**src/rtl/mem_access_unit_if.sv**
```systemverilog
// Pipeline request/response and DataMemory port bundle for mem_access_unit.
interface mem_access_unit_if;
   localparam int unsigned ADDR_W = 32;
   localparam int unsigned DATA_W = 32;

   // pipeline request side
   logic              ReqValid;
   logic              ReqRead;
   logic              ReqWrite;
   logic [1:0]        ReqSize;
   logic              ReqUnsigned;
   logic [ADDR_W-1:0] ReqAddr;
   logic [DATA_W-1:0] ReqWData;
   logic              Stall;
   logic              RespValid;
   logic [DATA_W-1:0] RespData;
   logic              Misaligned;

   // DataMemory side
   logic [ADDR_W-1:0] MemAddress;
   logic [DATA_W-1:0] MemWriteData;
   logic              MemWrite;
   logic              MemRead;
   logic [DATA_W-1:0] MemReadData;

   // unit under the pipeline/memory (the access unit itself)
   modport slave (
      input  ReqValid, ReqRead, ReqWrite, ReqSize, ReqUnsigned, ReqAddr, ReqWData,
      input  MemReadData,
      output Stall, RespValid, RespData, Misaligned,
      output MemAddress, MemWriteData, MemWrite, MemRead
   );

   // pipeline plus DataMemory driving the unit
   modport master (
      output ReqValid, ReqRead, ReqWrite, ReqSize, ReqUnsigned, ReqAddr, ReqWData,
      output MemReadData,
      input  Stall, RespValid, RespData, Misaligned,
      input  MemAddress, MemWriteData, MemWrite, MemRead
   );
endinterface

```
**src/rtl/mem_access_unit.sv**
```systemverilog
// Memory-stage front end: sub-word loads/stores mapped onto word-wide DataMemory.
module mem_access_unit (
   input  logic              Clk,
   input  logic              Reset_n,
   mem_access_unit_if.slave  bus
);
   localparam int unsigned ADDR_W = 32;
   localparam int unsigned DATA_W = 32;

   localparam logic [0:0] ST_IDLE   = 1'b0;
   localparam logic [0:0] ST_RMW_WR = 1'b1;

   logic [0:0]        state_q, state_d;
   logic              resp_valid_q, resp_valid_d;
   logic [DATA_W-1:0] resp_data_q, resp_data_d;
   logic              misaligned_q, misaligned_d;
   logic [DATA_W-1:0] merge_q, merge_d;

   logic              stall_c, mem_read_c, mem_write_c;
   logic [ADDR_W-1:0] mem_address_c;
   logic [DATA_W-1:0] mem_wdata_c;

   logic [1:0]        lane;
   logic [ADDR_W-1:0] word_addr;
   logic              req_active, req_fault, size_word;
   logic [7:0]        byte_sel;
   logic [15:0]       half_sel;
   logic [DATA_W-1:0] load_ext;
   logic [DATA_W-1:0] merge_word;

   assign lane      = bus.ReqAddr[1:0];
   assign word_addr = {bus.ReqAddr[ADDR_W-1:2], 2'b00};
   assign size_word = (bus.ReqSize == 2'b10);

   // request qualification and alignment fault detection
   always_comb begin
      req_active = bus.ReqValid & (bus.ReqRead | bus.ReqWrite);
      case (bus.ReqSize)
         2'b00:   req_fault = 1'b0;
         2'b01:   req_fault = lane[0];
         2'b10:   req_fault = (lane != 2'b00);
         default: req_fault = 1'b1;
      endcase
   end

   // load lane extraction with sign/zero extension
   always_comb begin
      byte_sel = bus.MemReadData[{lane, 3'b000} +: 8];
      half_sel = bus.MemReadData[{lane[1], 4'b0000} +: 16];
      case (bus.ReqSize)
         2'b00:   load_ext = {{24{byte_sel[7] & ~bus.ReqUnsigned}}, byte_sel};
         2'b01:   load_ext = {{16{half_sel[15] & ~bus.ReqUnsigned}}, half_sel};
         default: load_ext = bus.MemReadData;
      endcase
   end

   // store data merged into the word read back from memory
   always_comb begin
      merge_word = bus.MemReadData;
      if (bus.ReqSize == 2'b00)
         merge_word[{lane, 3'b000} +: 8] = bus.ReqWData[7:0];
      else
         merge_word[{lane[1], 4'b0000} +: 16] = bus.ReqWData[15:0];
   end

   // next state and memory-side control; memory port idles while in reset
   always_comb begin
      state_d       = state_q;
      resp_valid_d  = 1'b0;
      resp_data_d   = resp_data_q;
      misaligned_d  = 1'b0;
      merge_d       = merge_q;
      stall_c       = 1'b0;
      mem_read_c    = 1'b0;
      mem_write_c   = 1'b0;
      mem_address_c = '0;
      mem_wdata_c   = '0;
      if (Reset_n) begin
         case (state_q)
            ST_IDLE: begin
               if (req_active && req_fault) begin
                  misaligned_d = 1'b1;
               end else if (req_active && bus.ReqWrite) begin
                  mem_address_c = word_addr;
                  if (size_word) begin
                     mem_write_c = 1'b1;
                     mem_wdata_c = bus.ReqWData;
                  end else begin
                     mem_read_c = 1'b1;
                     stall_c    = 1'b1;
                     merge_d    = merge_word;
                     state_d    = ST_RMW_WR;
                  end
               end else if (req_active) begin
                  mem_address_c = word_addr;
                  mem_read_c    = 1'b1;
                  resp_valid_d  = 1'b1;
                  resp_data_d   = load_ext;
               end
            end
            ST_RMW_WR: begin
               // request is held stable upstream; only the write half is issued
               mem_address_c = word_addr;
               mem_write_c   = 1'b1;
               mem_wdata_c   = merge_q;
               state_d       = ST_IDLE;
            end
            default: state_d = ST_IDLE;
         endcase
      end
   end

   // state, response and merge registers
   always_ff @(posedge Clk or negedge Reset_n) begin
      if (!Reset_n) begin
         state_q      <= ST_IDLE;
         resp_valid_q <= 1'b0;
         resp_data_q  <= '0;
         misaligned_q <= 1'b0;
         merge_q      <= '0;
      end else begin
         state_q      <= state_d;
         resp_valid_q <= resp_valid_d;
         resp_data_q  <= resp_data_d;
         misaligned_q <= misaligned_d;
         merge_q      <= merge_d;
      end
   end

   assign bus.Stall        = stall_c;
   assign bus.RespValid    = resp_valid_q;
   assign bus.RespData     = resp_data_q;
   assign bus.Misaligned   = misaligned_q;
   assign bus.MemAddress   = mem_address_c;
   assign bus.MemWriteData = mem_wdata_c;
   assign bus.MemWrite     = mem_write_c;
   assign bus.MemRead      = mem_read_c;
endmodule

```
**src/flat_wrapper.sv**
```systemverilog
// flat-port wrapper written by rule: the top's interface ports become plain ports
module mem_access_unit_flat 
  (Clk, Reset_n, bus_ReqValid, bus_ReqRead, bus_ReqWrite, bus_ReqSize, bus_ReqUnsigned, bus_ReqAddr, bus_ReqWData, bus_MemReadData, bus_Stall, bus_RespValid, bus_RespData, bus_Misaligned, bus_MemAddress, bus_MemWriteData, bus_MemWrite, bus_MemRead);
  mem_access_unit_if bus_i ();
  input  logic Clk;
  input  logic Reset_n;
  input wire logic [$bits(bus_i.ReqValid)-1:0] bus_ReqValid;
  input wire logic [$bits(bus_i.ReqRead)-1:0] bus_ReqRead;
  input wire logic [$bits(bus_i.ReqWrite)-1:0] bus_ReqWrite;
  input wire logic [$bits(bus_i.ReqSize)-1:0] bus_ReqSize;
  input wire logic [$bits(bus_i.ReqUnsigned)-1:0] bus_ReqUnsigned;
  input wire logic [$bits(bus_i.ReqAddr)-1:0] bus_ReqAddr;
  input wire logic [$bits(bus_i.ReqWData)-1:0] bus_ReqWData;
  input wire logic [$bits(bus_i.MemReadData)-1:0] bus_MemReadData;
  output wire logic [$bits(bus_i.Stall)-1:0] bus_Stall;
  output wire logic [$bits(bus_i.RespValid)-1:0] bus_RespValid;
  output wire logic [$bits(bus_i.RespData)-1:0] bus_RespData;
  output wire logic [$bits(bus_i.Misaligned)-1:0] bus_Misaligned;
  output wire logic [$bits(bus_i.MemAddress)-1:0] bus_MemAddress;
  output wire logic [$bits(bus_i.MemWriteData)-1:0] bus_MemWriteData;
  output wire logic [$bits(bus_i.MemWrite)-1:0] bus_MemWrite;
  output wire logic [$bits(bus_i.MemRead)-1:0] bus_MemRead;
  assign bus_i.ReqValid = bus_ReqValid;
  assign bus_i.ReqRead = bus_ReqRead;
  assign bus_i.ReqWrite = bus_ReqWrite;
  assign bus_i.ReqSize = bus_ReqSize;
  assign bus_i.ReqUnsigned = bus_ReqUnsigned;
  assign bus_i.ReqAddr = bus_ReqAddr;
  assign bus_i.ReqWData = bus_ReqWData;
  assign bus_i.MemReadData = bus_MemReadData;
  assign bus_Stall = bus_i.Stall;
  assign bus_RespValid = bus_i.RespValid;
  assign bus_RespData = bus_i.RespData;
  assign bus_Misaligned = bus_i.Misaligned;
  assign bus_MemAddress = bus_i.MemAddress;
  assign bus_MemWriteData = bus_i.MemWriteData;
  assign bus_MemWrite = bus_i.MemWrite;
  assign bus_MemRead = bus_i.MemRead;
  mem_access_unit u_core (.Clk(Clk), .Reset_n(Reset_n), .bus(bus_i));
endmodule
```
**config.mk**
```make
export PLATFORM = sky130hd
export DESIGN_NAME = mem_access_unit_flat
export DESIGN_NICKNAME = d
export VERILOG_FILES = /design/src/rtl/mem_access_unit_if.sv /design/src/rtl/mem_access_unit.sv /design/src/flat_wrapper.sv
export SDC_FILE = /design/constraint.sdc
export NUM_CORES = 1
export LEC_CHECK = 0
export ABC_AREA = 1
export CAP_MARGIN = 20
export CORE_AREA = 2 2 112 114
export CTS_BUF_LIST = sky130_fd_sc_hd__clkbuf_4
export CTS_CLUSTER_DIAMETER = 200
export CTS_CLUSTER_SIZE = 24
export DETAILED_ROUTE_END_ITERATION = 8
export DIE_AREA = 0 0 114 116
export PLACE_DENSITY = 0.83
export SLEW_MARGIN = 40
export SYNTH_ARGS = -nofsm -noshare
export SYNTH_HDL_FRONTEND = slang
export SYNTH_SLANG_ARGS = --single-unit
```
**constraint.sdc**
```tcl
create_clock -name Clk -period 4.3 [get_ports Clk]
set_clock_uncertainty 0.15 [all_clocks]
set_input_delay 1.29 -clock Clk [delete_from_list [all_inputs] [get_ports Clk]]
set_output_delay 1.29 -clock Clk [all_outputs]
set_load 0.02 [all_outputs]
```
* After elaboration in Yosys (flattened, before gate mapping) *
Index checks and enable logic that the tools add are counted.

cells by class
  $add $sub $neg = 2
  equality and inequality tests = 2
  shifts and indexed selects = 6
  mux-type cells = 38
  bitwise logic cells = 9
  reduce and logical (&&, ||, !) cells = 6

operators with widths
  cell                       count
  $mux W32                   9
  $pmux W32 S2               3
  $bwmux W32                 2
  $shift A16 B7 Y32 const A  1
  $shift A8 B7 Y32 const A   1
  $shiftx A16 B7 Y32         1
  $shiftx A32 B6 Y16         1
  $shiftx A32 B6 Y8          1
  $shiftx A8 B7 Y32          1
  $mux W1                    21
  $neg A5 Y7                 2
  $reduce_and A5 Y1          2
  $not A1 Y1                 5
  $pmux W1 S2                2
  $and A1 B1 Y1              3
  $pmux W1 S3                1
  $eq A2 B1 Y1 const B       1
  $eq A2 B2 Y1 const B       1
  $logic_and A1 B1 Y1        2
  $logic_not A2 Y1           1
  $reduce_bool A2 Y1         1
  $or A1 B1 Y1               1

storage, ports and cells
  bits in registers = 67
  logic and storage cells = 68

* Logic depth before layout (Yosys ltp) *
  word-level depth = 7
  depth in mapped cells = 15

* Least setup slack after synthesis *
OpenSTA, ideal clock, no wires.

  path type = input -> output
  start = in bus_ReqAddr[1]
  end = out bus_MemWriteData[12]
  arrival time = 2.966 ns
  data required time = 2.860 ns
  setup slack = -0.106 ns
  cell stages on the path = 12
  buffers on the path = 4
  path through = buf_2 > inv_2 > buf_2 > ha_1 > buf_4 > inv_2 > nand2_1 > nand2_2 > nand2_2 > a21oi_4 > buf_6 > nor3_1

between the ends
  longest elaborated chain between the ends = 6

RTL lines
  what                 line                   RTL
  start: declaration   flat_wrapper.sv:12     input wire logic [$bits(bus_i.ReqAddr)-1:0] bus_ReqAddr;
  $reduce_bool A2 Y1   mem_access_unit.sv:41  2'b10: req_fault = (lane != 2'b00);
  $pmux W1 S3          mem_access_unit.sv:38  case (bus.ReqSize)
  $logic_and A1 B1 Y1  mem_access_unit.sv:81  if (req_active && req_fault) begin
  $mux W32             mem_access_unit.sv:81
  $pmux W32 S2         mem_access_unit.sv:79  case (state_q)
  $mux W32             mem_access_unit.sv:78  if (Reset_n) begin
  end: declaration     flat_wrapper.sv:20     output wire logic [$bits(bus_i.MemWriteData)-1:0] bus_MemWriteData;

No other way between the ends.

* Final worst setup path *
  start = in bus_ReqAddr[1]
  end = out bus_MemWriteData[31]

Same word-level chain as after synthesis.

==> run metrics <==
Simple-Gate Fraction of Synth Area=40.1%; RD Place Congestion=roughly 0.94; CTS Root Cell=clkbuf_4; global-route wire length before repair=31000 um; Core Rows=40; max incr delay on CP=0.26 ns; #FFs+latches synth=67; DR WL/cell=approximately 16 um; crit start category=input port; grt total ovfl=0; RSZ-0062 raised after global routing=false; asr flop ratio synth=100%; H-tree depth=3; die area=0.0132 sq mm; Slew headroom=roughly 60%; fin nets=between 1000 and 1500; largest net degree at the start of global routing=between 60 and 70; clock slew at reported path FFs=~0.11 ns; Post-synth EDFFs=0; Final ANT Viol Nets=0; final hold vios=0; mux share of post-synthesis cell area=0%; sequential share of power=roughly 36%; R2R setup slack=between 2 and 2.5 ns; power per cell area=just over 300 mW/mm^2; Finish-stage setup viols=0; Clock Tree Buf Depth=2; via count=6547; Yosys cell types=30; CP delay by family, top=buffers and inverters; Mapped Avg Cell Area=roughly 6.1 sq um; cell area after synthesis=about 0.0055 sq mm; power share of the clock group=between 20% and 30%; CP Buf/Inv Count=6; Sw Ratio=approximately 38%; Core Area=approximately 0.012 sq mm; Combinational Power Share=a little over two fifths; Final Power=roughly 2.5 mW; Setup TNS Final=0 ns; sequential fraction of the synthesis area=a little under a third; CTS Buf Count=9; post-synthesis adder-cell area fraction=about 1.1%; Util after Layout=between 60% and 70%; Detailed Place HPWL=between 10000 and 15000 um; vias in the first global route=between 6000 and 7000; Max-Cap Viols=0; critical-path cell list=dlygate4sd2_1 > inv_2 > ha_2 > inv_2 > nand2_1 > nand2_2 > nand2_4 > a21oi_4 > buf_12 > buf_16 > nor3_1 > buf_4; pre-CTS setup slack=-0.526 ns; crit path time final=around 4.2 ns; initial antenna violation count=1; Synth warnings=0; Initial Util=about 47%; # DRC=0; CP Max Fanout=8; WP data required=2.86 ns; CTS tree=built; Int Pwr=1.55 mW; CTS sink count=between 60 and 70; Lkg Pwr=roughly 4.3 nW; 1st-pass router iterations=5; Slew @ Worst Pin=between 0.5 and 0.6 ns; post-route setup slack=between 0.05 and 0.06 ns; overall die width=~110 um; Avg Vias per Cell=between 5 and 6; sw power=929 uW; Main synth FF type=dfrtp_1; Ports=205; CP Capture Type=output pin; clock latency on the worst-skew pair=roughly 0.44 ns; CP most frequent cell=inv_2; Synth Area in Compound Gates=between 10% and 20%; drt total wl=between 20000 and 25000 um; main combinational cell family by area after synthesis=simple AND/OR/NAND/NOR gates; port buffer count=between 200 and 250; Die Y-Extent=between 100 and 150 um; XOR/XNOR Fraction of Synth Area=0%; Slew Limit Fails=0; DR iter-0 viols=454; layout cells sized above 1=about 18%; arrival time worst endpoint=approximately 2.8 ns; Hold Crit Class=flop to flop; Area Overhead vs Synth=43.5%; crit path kind=input port to output pin; Post-Synthesis Cells=roughly 910; run status=completed; Max Fclk=between 0.2 and 0.25 GHz; Slowest cell on crit path=dlygate4sd2_1; gr usage total=between 30 and 40%; VDD IR max=about 0.16 mV; Final Cycle Share=between 90% and 100%; Hold-fix buffers, CTS=0
## worst register-to-register path, stage by stage, from the launching register on
cell and delay, ns:
dfrtp_1 0.43, inv_4 0.26, nand2_2 0.15, nor3_2 0.20, nand2_2 0.11, inv_4 0.07
buf_4 0.32, nand3_1 0.20, nand2_1 0.10
## metrics by stage
step | cell area [sq um] | hold slack [ns] | cells
CTS | 8130 | 0.338 | 1266
global route | 7960 | 0.364 | 1267
detailed placement | 7840 | 0.310 | 1243
finish | 7960 | 0.337 | 1267
global placement | 7840 | 0.309 | 1243
floorplan | 5650 | 0.294 | 914
## routing by layer
| metal | global-route usage, % | vias to the layer above | share of wire, % |
|---|---|---|---|
| li1 | - | 3236 | - |
| met1 | 37.3 | 2970 | 40 |
| met2 | 52.8 | 287 | 49 |
| met3 | 5.13 | 54 | 7.6 |
| met4 | 10.9 | 0 | 3.5 |
| met5 | 0 | - | 0 |
## placed cells by master (no fill, tap or decap), types with 2 or more instances in the layout
cell / netlist / final
clkdlybuf4s50_1: 0 / 132
nor2_1: 108 / 78
clkbuf_4: 0 / 9
nor2_4: 1 / 8
dlygate4sd2_1: 0 / 6
bufinv_16: 0 / 3
buf_2: 20 / 24
clkinv_4: 0 / 3
o21ai_0: 66 / 66
o211ai_1: 8 / 8
clkbuf_2: 1 / 27
inv_1: 95 / 95
conb_1: 1 / 2
buf_12: 0 / 4
buf_4: 6 / 42
a21oi_1: 78 / 78
nand4_1: 9 / 9
buf_6: 12 / 7
nor3_2: 25 / 26
nand2_2: 5 / 5
ha_1: 5 / 4
inv_2: 7 / 7
dfrtp_1: 67 / 67
nand2_4: 1 / 3
inv_4: 3 / 3
clkinv_1: 2 / 2
nand2_1: 335 / 332
nor3_1: 10 / 9
nor2_2: 2 / 25
nand3_1: 22 / 22
buf_16: 0 / 4
## layout make-up
| class | instances | area (sq um) |
|---|---|---|
| fill | 1100 | 3950 |
| inverter | 107 | 409 |
| clock buffer | 9 | 67.6 |
| timing repair buffer | 247 | 2240 |
| clock inverter | 7 | 125 |
| tap | 147 | 184 |
| antenna | 1 | 2.50 |
| sequential | 67 | 1680 |
| multi-input combinational | 682 | 3250 |
## cells in the mapped netlist, types with 10 or more instances
| library cell | n | share of area [%] |
|---|---|---|
| buf_2 | 20 | 1.8 |
| clkbuf_1 | 19 | 1.3 |
| buf_6 | 12 | 2.4 |
| nor3_1 | 10 | 0.90 |
| nand3_1 | 22 | 2.0 |
| a21oi_1 | 78 | 7.0 |
| nor3_2 | 25 | 4.5 |
| dfrtp_1 | 67 | 30 |
| nand2_1 | 335 | 23 |
| nor2_1 | 108 | 7.3 |
| inv_1 | 95 | 6.4 |
| o21ai_0 | 66 | 6.0 |
## kinds of logic after synthesis
family / after synthesis
buffers and inverters: 165
flip-flops: 67
AND/OR/NAND/NOR: 520
other: 1
adder cells (fa/ha/maj): 5
AO/OA/AOI/OAI: 155
## power groups by stage
stage	clock network [mW]	registers (mW)	logic (mW)
global placement	0	0.885	0.997
finish	0.559	0.878	1.04
CTS	0.568	0.876	1.04
floorplan	0	0.979	0.448
global route	0.596	0.897	1.13
detailed placement	0	0.889	1.01
## worst paths after layout
check,startpoint,endpoint,cells past startpoint
worst max register to register,u_core.state_q,u_core.merge_q[22],8
max in group asynchronous,Reset_n,u_core.bus.RespData[2],3
min in group asynchronous,Reset_n,u_core.bus.RespValid,1
worst min register to register,u_core.merge_q[12],u_core.merge_q[12],2
worst max-delay path,bus_ReqAddr[1],bus_MemWriteData[31],12
worst min-delay path,u_core.merge_q[12],u_core.merge_q[12],2
## state kept, by name, summed over array words and instances, names as in the netlist
name / count
u_core.bus.RespData: 32
u_core.merge_q: 32
u_core.bus.Misaligned: 1
u_core.bus.RespValid: 1
u_core.state_q: 1
## timing repair
action / 4_1_cts / 5_1_grt
pin swaps: 2 / 0
setup buffers: 3 / 0
cloned: 4 / 1
gates resized for setup: 194 / 72
setup endpoints to repair: 65 / 61
(Power assumes the default switching activity.)
